==> src/rtl/ahb_pkg.sv <==
// Shared AHB-Lite types and helpers for the interconnect arbiter.
package ahb_pkg;

  typedef enum logic [1:0] {
    IDLE   = 2'd0,
    BUSY   = 2'd1,
    NONSEQ = 2'd2,
    SEQ    = 2'd3
  } htrans_e;

  typedef enum logic [2:0] {
    SINGLE = 3'd0,
    INCR   = 3'd1,
    WRAP4  = 3'd2,
    INCR4  = 3'd3,
    WRAP8  = 3'd4,
    INCR8  = 3'd5,
    WRAP16 = 3'd6,
    INCR16 = 3'd7
  } hburst_e;

  typedef enum logic [1:0] {
    PARK   = 2'd0,
    OWNED  = 2'd1,
    LOCKED = 2'd2
  } arb_state_e;

  // Beats remaining after the NONSEQ beat of a fixed-length burst.
  function automatic logic [3:0] burst_beats(input hburst_e b);
    logic [3:0] n;
    n = '0;
    case (b)
      WRAP4,  INCR4:  n = 4'd3;
      WRAP8,  INCR8:  n = 4'd7;
      WRAP16, INCR16: n = 4'd15;
      default:        n = '0;
    endcase
    return n;
  endfunction

endpackage

==> src/rtl/ahb_interconnect_rr_pick.sv <==
// Combinational round-robin picker: first requester above the pointer, wrapping.
module ahb_interconnect_rr_pick #(
  parameter int NUM_MST = 4,
  parameter int MW      = $clog2(NUM_MST),
  parameter int DEF_MST = 0
) (
  input  logic [NUM_MST-1:0] i_req,
  input  logic [MW-1:0]      i_ptr,
  output logic [NUM_MST-1:0] o_pick,
  output logic               o_any_req
);

  logic          w_found;
  logic [MW-1:0] w_idx;

  // Scan ptr+1 .. ptr+NUM_MST (the pointer itself last); park on DEF_MST when idle.
  always_comb begin
    o_pick  = '0;
    w_found = 1'b0;
    w_idx   = '0;
    for (int unsigned k = 1; k <= NUM_MST; k++) begin
      w_idx = MW'((32'(i_ptr) + k) % NUM_MST);
      if (!w_found && i_req[w_idx]) begin
        o_pick[w_idx] = 1'b1;
        w_found       = 1'b1;
      end
    end
    if (!w_found) o_pick[DEF_MST] = 1'b1;
  end

  assign o_any_req = |i_req;

endmodule

==> src/rtl/ahb_interconnect_arbiter.sv <==
// Multi-master AHB-Lite arbiter: round-robin grant, burst/lock-aware handover.
module ahb_interconnect_arbiter
  import ahb_pkg::*;
#(
  parameter int NUM_MST = 4,
  parameter int MW      = $clog2(NUM_MST),
  parameter int DEF_MST = 0
) (
  input  logic               hclk,
  input  logic               hresetn,
  input  logic [NUM_MST-1:0] hbusreq,
  input  logic [NUM_MST-1:0] hlock,
  input  logic [1:0]         htrans,
  input  logic [2:0]         hburst,
  input  logic               hready,
  output logic [NUM_MST-1:0] hgrant,
  output logic [MW-1:0]      hmaster,
  output logic [MW-1:0]      hmaster_d,
  output logic               hmastlock
);

  localparam logic [NUM_MST-1:0] GRANT_DEF = NUM_MST'(1) << DEF_MST;

  function automatic logic [MW-1:0] onehot2idx(input logic [NUM_MST-1:0] v);
    logic [MW-1:0] r;
    r = '0;
    for (int unsigned k = 0; k < NUM_MST; k++)
      if (v[k]) r = MW'(k);
    return r;
  endfunction

  arb_state_e         r_state;
  logic [NUM_MST-1:0] r_grant;
  logic [MW-1:0]      r_ptr;
  logic [MW-1:0]      r_hmaster;
  logic [MW-1:0]      r_hmaster_d;
  logic               r_hmastlock;
  logic [3:0]         r_cnt;
  logic               r_undef;

  htrans_e            w_trans;
  hburst_e            w_burst;
  logic [3:0]         w_cnt_n;
  logic               w_undef_n;
  logic [NUM_MST-1:0] w_pick;
  logic               w_any;
  logic [MW-1:0]      w_pidx;
  logic [MW-1:0]      w_gidx;
  logic               w_hold_lock;
  logic               w_arb_raw;
  logic               w_arb_ok;
  logic               w_lock_exit;
  logic               w_rearb;
  logic               w_enter_lock;
  logic               w_mastlock_n;

  assign w_trans = htrans_e'(htrans);
  assign w_burst = hburst_e'(hburst);

  ahb_interconnect_rr_pick #(
    .NUM_MST (NUM_MST),
    .MW      (MW),
    .DEF_MST (DEF_MST)
  ) u_pick (
    .i_req     (hbusreq),
    .i_ptr     (r_ptr),
    .o_pick    (w_pick),
    .o_any_req (w_any)
  );

  // Post-update beat counter and undefined-length flag for this cycle.
  always_comb begin
    w_cnt_n   = r_cnt;
    w_undef_n = r_undef;
    if (hready) begin
      case (w_trans)
        NONSEQ: begin
          w_cnt_n   = burst_beats(w_burst);
          w_undef_n = (w_burst == INCR);
        end
        SEQ:    w_cnt_n = (r_cnt != '0) ? r_cnt - 4'd1 : '0;
        IDLE: begin
          w_cnt_n   = '0;
          w_undef_n = 1'b0;
        end
        default: ;
      endcase
    end
  end

  assign w_gidx       = onehot2idx(r_grant);
  assign w_pidx       = onehot2idx(w_pick);
  assign w_hold_lock  = (r_state == LOCKED);
  assign w_arb_raw    = hready & ((w_trans == IDLE) | w_undef_n | (w_cnt_n == '0));
  assign w_arb_ok     = w_arb_raw & ~w_hold_lock;
  // A locked owner releasing its lock at a boundary re-arbitrates the same cycle.
  assign w_lock_exit  = w_hold_lock & ~hlock[w_gidx] & w_arb_raw;
  assign w_rearb      = w_arb_ok | w_lock_exit;
  assign w_enter_lock = w_rearb & w_any & hlock[w_pidx];
  assign w_mastlock_n = hlock[w_gidx] & (w_hold_lock | w_enter_lock);

  // Arbiter FSM, grant/pointer, beat counter and address/data-phase owner registers.
  always_ff @(posedge hclk or negedge hresetn) begin
    if (!hresetn) begin
      r_state     <= PARK;
      r_grant     <= GRANT_DEF;
      r_ptr       <= MW'(DEF_MST);
      r_hmaster   <= MW'(DEF_MST);
      r_hmaster_d <= MW'(DEF_MST);
      r_hmastlock <= 1'b0;
      r_cnt       <= '0;
      r_undef     <= 1'b0;
    end else begin
      if (hready) begin
        r_cnt       <= w_cnt_n;
        r_undef     <= w_undef_n;
        r_hmaster   <= w_gidx;
        r_hmaster_d <= r_hmaster;
        r_hmastlock <= w_mastlock_n;
      end
      if (w_rearb) begin
        if (!w_any)             r_state <= PARK;
        else if (hlock[w_pidx]) r_state <= LOCKED;
        else                    r_state <= OWNED;
        if (w_pick != r_grant) begin
          r_grant <= w_pick;
          r_ptr   <= w_pidx;
        end
      end
    end
  end

  assign hgrant    = r_grant;
  assign hmaster   = r_hmaster;
  assign hmaster_d = r_hmaster_d;
  assign hmastlock = r_hmastlock;

endmodule

==> config.mk <==
export PLATFORM = sky130hd
export DESIGN_NAME = ahb_interconnect_arbiter
export DESIGN_NICKNAME = d
export VERILOG_FILES = /design/src/rtl/ahb_pkg.sv /design/src/rtl/ahb_interconnect_rr_pick.sv /design/src/rtl/ahb_interconnect_arbiter.sv
export SDC_FILE = /design/constraint.sdc
export NUM_CORES = 1
export LEC_CHECK = 0
export BUFFER_PORTS_ARGS = -buffer_cell sky130_fd_sc_hd__buf_2
export CELL_PAD_IN_SITES_DETAIL_PLACEMENT = 0
export CELL_PAD_IN_SITES_GLOBAL_PLACEMENT = 1
export CORE_MARGIN = 2
export CORE_UTILIZATION = 25
export CTS_BUF_LIST = sky130_fd_sc_hd__clkbuf_2 sky130_fd_sc_hd__clkbuf_4 sky130_fd_sc_hd__clkbuf_8
export DETAILED_ROUTE_END_ITERATION = 16
export PLACE_DENSITY = 0.5
export SLEW_MARGIN = 20
export SYNTH_ARGS = -nofsm -noshare
export SYNTH_HDL_FRONTEND = slang
export SYNTH_SLANG_ARGS = --single-unit
export TNS_END_PERCENT = 30
==> constraint.sdc <==
create_clock -name hclk -period 5.3 [get_ports hclk]
set_input_delay 0.795 -clock hclk [delete_from_list [all_inputs] [get_ports hclk]]
set_output_delay 0.795 -clock hclk [all_outputs]
set_load 0.03 [all_outputs]
==> impl_metrics.toml <==
[sta]
hold_slack_ns = 0.473
tns_ns = 0
fin_crit_ns = 3.25
skew_ns = 0.00254
report.final.slew_viol_count = 0
fin_crit_sh_pct = 61.4
tightestPinTransition_ns = 0.502
slew_headroom_pct = 66.6
rsz0062_at_grt = "no"
hold_viol_final = 0
max_freq_mhz = 307
fin_ws_ns = 2.05
setup_violations = 0

[setup_path]
arrival_ns = 3.38
cp-start-kind = "flip-flop"
end_kind = "flip-flop"
worstPathRequired_ns = 5.42
criticalPathCategory = "reg2reg"
worstPathMaxFanout = 14

[drt]
dr.pass1.iters = 4
wl_per_cell_um = 13.3
routed_wirelength_mm = 3.25
viasPerCell = 4.85
vias = 1183
drcViolationCount = 0
drt_iter0_drc = 27
ant_nets = 0

[run]
maxCapViolCount = 0

[placement]
preCtsSetupSlack_ns = 2.04
dp_hpwl_mm = 2.60
place.gp.congestion = 0.836
dp_cells = 240
io_buffers = 24

[power]
power_leakage_nw = 0.717
powerDensity_nw_per_um2 = 596
max-vdd-ir-drop_uv = 253

[synthesis]
synthTopCellsByArea = "dfrtp_1 31%, ha_1 9.0%, mux4_2 6.5%"
synth.distinct_cells = 48
ys_ff_latch = 18
ys_top_cells_by_count = "17 x dfrtp_1, 15 x a21oi_1, 11 x inv_1, 11 x nor2_1, 10 x ha_1"
syn_avg_cell_area_um2 = 9.51
synth-edff-count = 0
syn-num-nets = 172
seq_area_frac_synth_pct = 32.5
synthFlopType = "dfrtp_1"
ys_warn_count = 0
synth_top_cell_by_area = "dfrtp_1"
yosysMostFrequentCell = "dfrtp_1"
netlist_area_um2 = 1390
synthCells = 146
synth_top_area_share_pct = 30.6
async_flop_share_pct = 100

[clock_network]
clk_pin_slew_ns = 0.07
cts_buffer_depth = 2
cts_resized = 0
cts_max_level = 1
clk_latency_ns = 0.25
cts_tree = "yes"
cts_setup_buffers = 0
cts-root-buf = "clkbuf_8"
hold_buffers = 0
cts_sinks = 18
cts_buffers = 3

[grt]
grt_first_pass_wirelength_mm = 5.41
grt_pass1_vias = 1181
gr-usage-all-layers_pct = 11.0
grt_overflow = 0
antenna_found_initial = 0
grt_max_degree = 19

[cells_and_area]
instances_no_fill = 244
fill_cells = 581
fin_util_pct = 30.2
fin_nets = 199
syn_to_final_growth_pct = 18.3
multi_input_area_um2 = 877
drive_gt1_share_pct = 22.1
regArea_um2 = 452
n_antenna_cell = 0

[floorplanning]
ios = 25
dieWidth_um = 78.5
core-area_um2 = 5440
rows = 27
dieArea_um2 = 6170
dieHeight_um = 78.5
initial_utilization_pct = 25.5

[worst_hold_path]
hold_path_class = "in2async"

[outcome]
status = "finished clean"
[critical path: stages, from the launching register on]
cell,delay [ns]
dfrtp_1,0.66
inv_1,0.19
ha_1,0.36
mux4_2,0.34
nor2b_1,0.17
a221o_1,0.33
a22oi_4,0.18
mux2_1,0.35
a211oi_1,0.40
o21ai_1,0.13
[cell families (layout without fill, tap and decap cells)]
kind of cell | count (synthesis) | after routing | share of synthesized area (%)
simple gates | 41 | 41 | 16.1
xor+xnor | 4 | 4 | 2.52
compound gates | 48 | 48 | 23.5
buf+inv | 14 | 40 | 4.32
flops | 18 | 18 | 32.5
fa+ha+maj | 10 | 10 | 9.01
mux | 11 | 11 | 12.0
[where the power goes]
group          internal (mW)  switching [mW]
Combinational          0.251           0.345
Sequential             0.198          0.0714
Clock                 0.0660          0.0477
Total                  0.515           0.464
[per-stage QoR]
| stage | total power [mW] | cell area [um^2] |
|---|---|---|
| after CTS | 0.991 | 1640 |
| after global routing | 1.07 | 1640 |
| final | 0.979 | 1640 |
| after detailed placement | 0.873 | 1590 |
| after global placement | 0.872 | 1590 |
| after floorplan | 0.730 | 1390 |
[path summary, 6_finish.rpt]
kind	start	end	slack (ns)	depth (start not counted)
min in group hclk	hmaster_d[1]	hmaster_d[1]	0.51	1
max in group asynchronous	hresetn	hgrant[0]	4.50	1
worst min-delay path	hresetn	hgrant[1]	0.47	1
worst max-delay path	r_ptr[0]	hmastlock	2.05	9
worst max register to register	r_ptr[0]	hmastlock	2.05	9
worst min register to register	hmaster_d[1]	hmaster_d[1]	0.51	1
[placed cells by master (no fill, tap or decap), drive strengths merged, types with 3 or more instances in the layout]
cell type   n
a211oi      3
a21boi      3
a21oi      15
buf        25
clkbuf      4
dfrtp      17
ha         10
inv        11
mux2        5
mux4        4
nand2       6
nand3       3
nor2       11
nor2b       6
o21ai      11
xnor2       3
[sequential cells by signal, indices dropped and copies added, names as in the netlist]
name / count
hmaster_d: 2
hgrant: 4
hmaster: 2
r_state: 2
r_undef: 1
r_ptr: 2
hmastlock: 1
r_cnt: 4
[layer usage]
metal	up-vias	global-route usage [%]	share of wire, %
met5	-	0	0
met4	0	3.16	0.52
met3	2	1.72	2.9
met2	15	19.1	51
met1	574	13.9	46
li1	592	-	-
[cell type report]
| type | instances | area share, % |
|---|---|---|
| clock buffers | 4 | 3.35 |
| inverters | 11 | 2.51 |
| multi-input cells | 114 | 53.4 |
| flip-flops and latches | 18 | 27.5 |
| well taps | 72 | 5.48 |
| repair buffers | 25 | 7.77 |
(Power assumes the default switching activity.)
